==> config.mk <==
export PLATFORM = sky130hd
export DESIGN_NAME = gate_bist
export DESIGN_NICKNAME = d
export VERILOG_FILES = /design/src/rtl/gate_bist_pkg.sv /design/src/rtl/gate_bist_hold_timer.sv /design/src/rtl/gate_bist.sv
export SDC_FILE = /design/constraint.sdc
export NUM_CORES = 1
export LEC_CHECK = 0
export CORE_MARGIN = 5
export CORE_UTILIZATION = 53
export DETAILED_ROUTE_END_ITERATION = 8
export GPL_TIMING_DRIVEN = 0
export PLACE_DENSITY_LB_ADDON = 0.12
export SYNTH_ARGS = -nofsm -noshare
export SYNTH_HDL_FRONTEND = slang
export SYNTH_SLANG_ARGS = --single-unit
==> constraint.sdc <==
create_clock -name clk -period 2.2 [get_ports clk]
set_clock_uncertainty 0.2 [all_clocks]
set_input_delay 0.44 -clock clk [delete_from_list [all_inputs] [get_ports clk]]
set_output_delay 0.44 -clock clk [all_outputs]
set_load 0.01 [all_outputs]
==> src/rtl/gate_bist_pkg.sv <==
// Shared definitions for the gate BIST sequencer.
// Holds the FSM state encoding and the truth tables for common 2-input gates.
// TT_x[{a,b}] is the expected gate output for inputs a and b.
package gate_bist_pkg;

    typedef enum logic [1:0] {
        S_IDLE  = 2'd0,
        S_DRIVE = 2'd1,
        S_CHECK = 2'd2,
        S_FIN   = 2'd3
    } state_t;

    localparam logic [3:0] TT_AND = 4'b1000;
    localparam logic [3:0] TT_OR  = 4'b1110;
    localparam logic [3:0] TT_XOR = 4'b0110;

endpackage

==> src/rtl/gate_bist_hold_timer.sv <==
// Hold timer for the gate BIST sequencer.
// Measures how long each test vector stays on the gate inputs.
// Ports:
//   clk     - rising-edge clock
//   rst     - asynchronous active-high reset
//   load    - while high, keeps the count at zero
//   expired - high during the last cycle of a HOLD-cycle interval
module bist_hold_timer #(
    parameter int unsigned HOLD = 10
) (
    input  logic clk,
    input  logic rst,
    input  logic load,
    output logic expired
);

    logic [7:0] cnt;

    always_ff @(posedge clk or posedge rst) begin
        if (rst) begin
            cnt <= '0;
        end else if (load) begin
            cnt <= '0;
        end else begin
            cnt <= cnt + 8'd1;
        end
    end

    // Released from load on the first hold cycle, so cnt runs 0..HOLD-1.
    assign expired = (cnt == 8'(HOLD - 1));

endmodule

==> src/rtl/gate_bist.sv <==
// Self-test sequencer for a 2-input, 1-output combinational gate.
// Applies the vectors 00, 01, 10, 11 in turn and holds each one for HOLD cycles.
// Checks the gate output against TRUTH once per vector, then reports the result.
// Ports:
//   clk       - rising-edge clock
//   rst       - asynchronous active-high reset
//   start     - one-cycle request to begin a run; ignored while busy
//   dut_s     - output of the gate under test
//   dut_a     - gate input a
//   dut_b     - gate input b
//   busy      - high while a run is in progress
//   done      - high from the end of a run until the next accepted start
//   pass      - when done is high, 1 means no mismatches were seen
//   fail_vec  - when done is high, {a,b} of the first mismatching vector (00 if none)
//   err_count - number of mismatching vectors, 0..4
module gate_bist
    import gate_bist_pkg::*;
#(
    parameter logic [3:0]  TRUTH = TT_AND,
    parameter int unsigned HOLD  = 10
) (
    input  logic       clk,
    input  logic       rst,
    input  logic       start,
    input  logic       dut_s,
    output logic       dut_a,
    output logic       dut_b,
    output logic       busy,
    output logic       done,
    output logic       pass,
    output logic [1:0] fail_vec,
    output logic [2:0] err_count
);

    state_t     state;
    state_t     next_state;
    logic [1:0] vec;
    logic       load;
    logic       expired;
    logic       mismatch;

    // The timer only runs in DRIVE, so every DRIVE visit starts at zero.
    assign load     = (state != S_DRIVE);
    assign mismatch = (dut_s != TRUTH[vec]);

    bist_hold_timer #(
        .HOLD(HOLD)
    ) u_timer (
        .clk    (clk),
        .rst    (rst),
        .load   (load),
        .expired(expired)
    );

    always_ff @(posedge clk or posedge rst) begin
        if (rst) begin
            state <= S_IDLE;
        end else begin
            state <= next_state;
        end
    end

    always_comb begin
        next_state = state;
        case (state)
            S_IDLE:  if (start)   next_state = S_DRIVE;
            S_DRIVE: if (expired) next_state = S_CHECK;
            S_CHECK: next_state = (vec == 2'd3) ? S_FIN : S_DRIVE;
            S_FIN:   next_state = S_IDLE;
            default: next_state = S_IDLE;
        endcase
    end

    always_ff @(posedge clk or posedge rst) begin
        if (rst) begin
            vec       <= '0;
            dut_a     <= 1'b0;
            dut_b     <= 1'b0;
            busy      <= 1'b0;
            done      <= 1'b0;
            pass      <= 1'b0;
            fail_vec  <= '0;
            err_count <= '0;
        end else begin
            case (state)
                S_IDLE: begin
                    if (start) begin
                        vec            <= '0;
                        {dut_a, dut_b} <= 2'b00;
                        busy           <= 1'b1;
                        done           <= 1'b0;
                        pass           <= 1'b0;
                        fail_vec       <= '0;
                        err_count      <= '0;
                    end
                end
                S_CHECK: begin
                    // dut_s still reflects vec here; the vector advances only afterwards.
                    if (mismatch) begin
                        err_count <= err_count + 3'd1;
                        if (err_count == 3'd0) begin
                            fail_vec <= vec;
                        end
                    end
                    if (vec == 2'd3) begin
                        {dut_a, dut_b} <= 2'b00;
                    end else begin
                        vec            <= vec + 2'd1;
                        {dut_a, dut_b} <= vec + 2'd1;
                    end
                end
                S_FIN: begin
                    busy <= 1'b0;
                    done <= 1'b1;
                    pass <= (err_count == 3'd0);
                end
                default: begin
                end
            endcase
        end
    end

endmodule

==> run_results.csv <==
group,metric,value,unit
worst_setup_path,arrival,1320,ps
synthesis,synth.net_count,115,
worst_setup_path,crit_path_start_kind,"register",
drt,first_pass_iters,4,
synthesis,synth_area_leaders,"dfrtp_1 (51%), ha_1 (5.7%), a22o_1 (4.0%), nor2_1 (3.8%), o21ai_0 (3.2%)",
cts,cts_setup_buffers,0,
floorplanning,die_area,3060,sq um
cts,cts.sinks,22,
worst_setup_path,r2r_slack,320,ps
floorplanning,num_rows,16,
power_and_ir_drop,p_clk_share,18.6,%
global_route,gr-total-overflow,0,
global_route,grt_pass1_vias,811,
drt,drtIter0Drc,13,
placed_design,dpl.cell_count,146,
drt,wire_per_inst,13.1,um
cts,cts-buffers-inserted,3,
sta,setup_slack,240,ps
worst_setup_path,worst-path-buf-inv,1,
floorplanning,pin_count,14,
synthesis,yosys.area.top_type_share,50.5,%
power_and_ir_drop,switchingPower,0.421,mW
power_and_ir_drop,leakage,0.611,nW
sta,fin_crit_sh,89.1,%
worst_setup_path,cp_cell_sequence,"clkdlybuf4s50_1",
power_and_ir_drop,p_int,0.795,mW
cts,cts_root_buf,"clkbuf_4",
global_route,grtUsageTotal,15.1,%
worst_setup_path,endpoint_kind,"output port",
finish,register_area,551,sq um
floorplanning,fp.dieH,55.3,um
worst_setup_path,critPathTopFamily,"buffers and inverters",
drt,routed_wl,1970,um
synthesis,syn-cell-area,1090,sq um
finish,multi_input_area,497,sq um
finish,nets,133,
cts,clk-insertion-delay-late,310,ps
sta,drv_slew,0,
placed_design,place_congestion,0.746,
synthesis,synth_top_area_cell,"dfrtp_1",
worst_setup_path,worst_ep_required_time,1560,ps
power_and_ir_drop,swShare,34.6,%
sta,max_slew_margin,45.0,%
synthesis,seq_area_frac_synth,50.5,%
sta,min_period,1960,ps
drt,avgViaCountPerCell,5.45,
global_route,grt_pass1_wl,3700,um
cts,clkTransAtPathRegs,120,ps
worst_setup_path,reg2reg_from,"vec[0]",
worst_setup_path,timing.rr.end,"err_count[0]",
worst_setup_path,cp_slowest_cell,"clkdlybuf4s50_1",
sta,fin_setup_tns,0,ps
synthesis,synth-warning-count,0,
sta,finalHoldViolations,0,
synthesis,avgSynthCellArea,10.3,sq um
finish,antenna_cells,0,
sta,fmax,0.510,GHz
power_and_ir_drop,vdd_drop_max,0.571,mV
synthesis,synthArstFlopShare,100,%
cts,clk_path_buf_depth,2,
finish,area_growth,18.4,%
synthesis,synthCells,106,
synthesis,synthTopCellsByCount,"dfrtp_1 (22), nor2_1 (11), inv_1 (8), o21ai_0 (7)",
placed_design,hpwl,1410,um
finish,final_cells,150,
cts,cts_resized,0,
drt,ant_nets,0,
power_and_ir_drop,combPwrFrac,34.2,%
worst_setup_path,path_max_fanout,6,
worst_hold_path,min-delay-start,"dut_b",
synthesis,yosysMostFrequentCell,"dfrtp_1",
floorplanning,die_x,55.3,um
worst_hold_path,whs_endpoint,"dut_b",
placed_design,io_buffers,13,
synthesis,synth-seq-cells,22,
power_and_ir_drop,power_frac_seq,47.2,%
finish,utilization,65.8,%
power_and_ir_drop,power,1.22,mW
finish,fillers,177,
global_route,grt_max_degree,23,
worst_setup_path,ff2ff_path_depth,4,
worst_hold_path,hold_path_class,"register to register",
cts,cts_tree,"built",
synthesis,synthDistinctLibCells,33,
cts,hold_buffers,0,
worst_setup_path,critical_path_class,"register to output port",
synthesis,synth_edf_count,0,
global_route,antenna_found_initial,0,
worst_setup_path,slowest_delay,570,ps
placed_design,pre_cts_slack,141,ps
sta,rsz0062_at_grt,"no",
cts,h-tree-depth,1,
power_and_ir_drop,power.density,942,nW/um^2
finish,layout-drive-gt1-share,7.32,%
drt,drc,0,
floorplanning,coreArea,1960,sq um
drt,vias,818,
sta,tightest_slew,825,ps
synthesis,synth-main-ff-cell,"dfrtp_1",
floorplanning,initial_core_util,55.5,%
run_status,status,"completed",
worst_hold_path,hold_path_depth,1,
run,drv_cap,0,
sta,setup_viol,0,
==> metrics by stage <==
step                      area (sq um)  hold slack, ps
after detailed placement          1250             288
after global placement            1250             284
after CTS                         1290             324
after floorplan                   1090             229
final                             1290             320
after global routing              1290             358
==> area by class of cell <==
cell class | count | area share, %
tap | 27 | 2.62
sequential | 22 | 42.7
timing repair buffer | 13 | 10.1
clock buffer | 4 | 2.81
inverter | 8 | 2.33
buffer | 3 | 0.970
multi-input combinational | 73 | 38.5
==> how the worst max path moves through the flow <==
stage	end	from	cells past startpoint
2_1_floorplan	err_count[0]	vec[0]	4
3_3_place_gp	err_count[0]	dut_s	4
3_5_place_dp	err_count[0]	dut_s	4
4_1_cts	err_count[0]	err_count[0]	1
5_1_grt	err_count[0]	err_count[0]	1
6_report	err_count[0]	err_count[0]	1
==> sequential cells by signal, indices dropped and copies added, names as in the netlist <==
register,flops
u_timer.cnt,8
dut_a,1
busy,1
done,1
vec,2
state,2
dut_b,1
err_count,3
pass,1
fail_vec,2
==> kinds of logic after synthesis <==
group,count (synthesis),synth area share (%)
flops,22,50.5
simple gates,35,16.5
buf+inv,11,3.90
fa+ha+maj,5,5.74
mux,4,3.90
compound gates,25,15.5
xor+xnor,4,3.90
==> power groups by stage <==
stage                     sequential (mW)  combinational (mW)  clock [mW]
after floorplan                     0.581               0.278           0
after global placement              0.578               0.414           0
after detailed placement            0.582               0.422           0
after CTS                           0.574               0.425       0.232
after global routing                0.591               0.481       0.243
final                               0.574               0.416       0.226
==> placed cells by master, fill, tap and decap left out, drive strengths merged, types with 2 or more instances in the layout <==
master	Yosys	layout
nand2b	3	3
nand3	5	5
xor2	3	3
o21ai	7	7
a21oi	6	6
ha	5	5
clkdlybuf4s50	0	13
a22o	6	6
clkbuf	2	6
inv	8	8
mux2i	2	2
nor2	11	11
or3	3	3
nand2	6	6
mux2	2	2
dfrtp	22	22
==> per-layer routing <==
metal / global-route usage (%) / up-vias / share of wire, %
met4: 8.33 / 0 / 2.5
li1: - / 404 / -
met5: 0 / - / 0
met2: 23.3 / 14 / 44
met3: 3.73 / 4 / 4.9
met1: 19.1 / 396 / 48
Note: power is estimated with default switching activity, not from simulation.
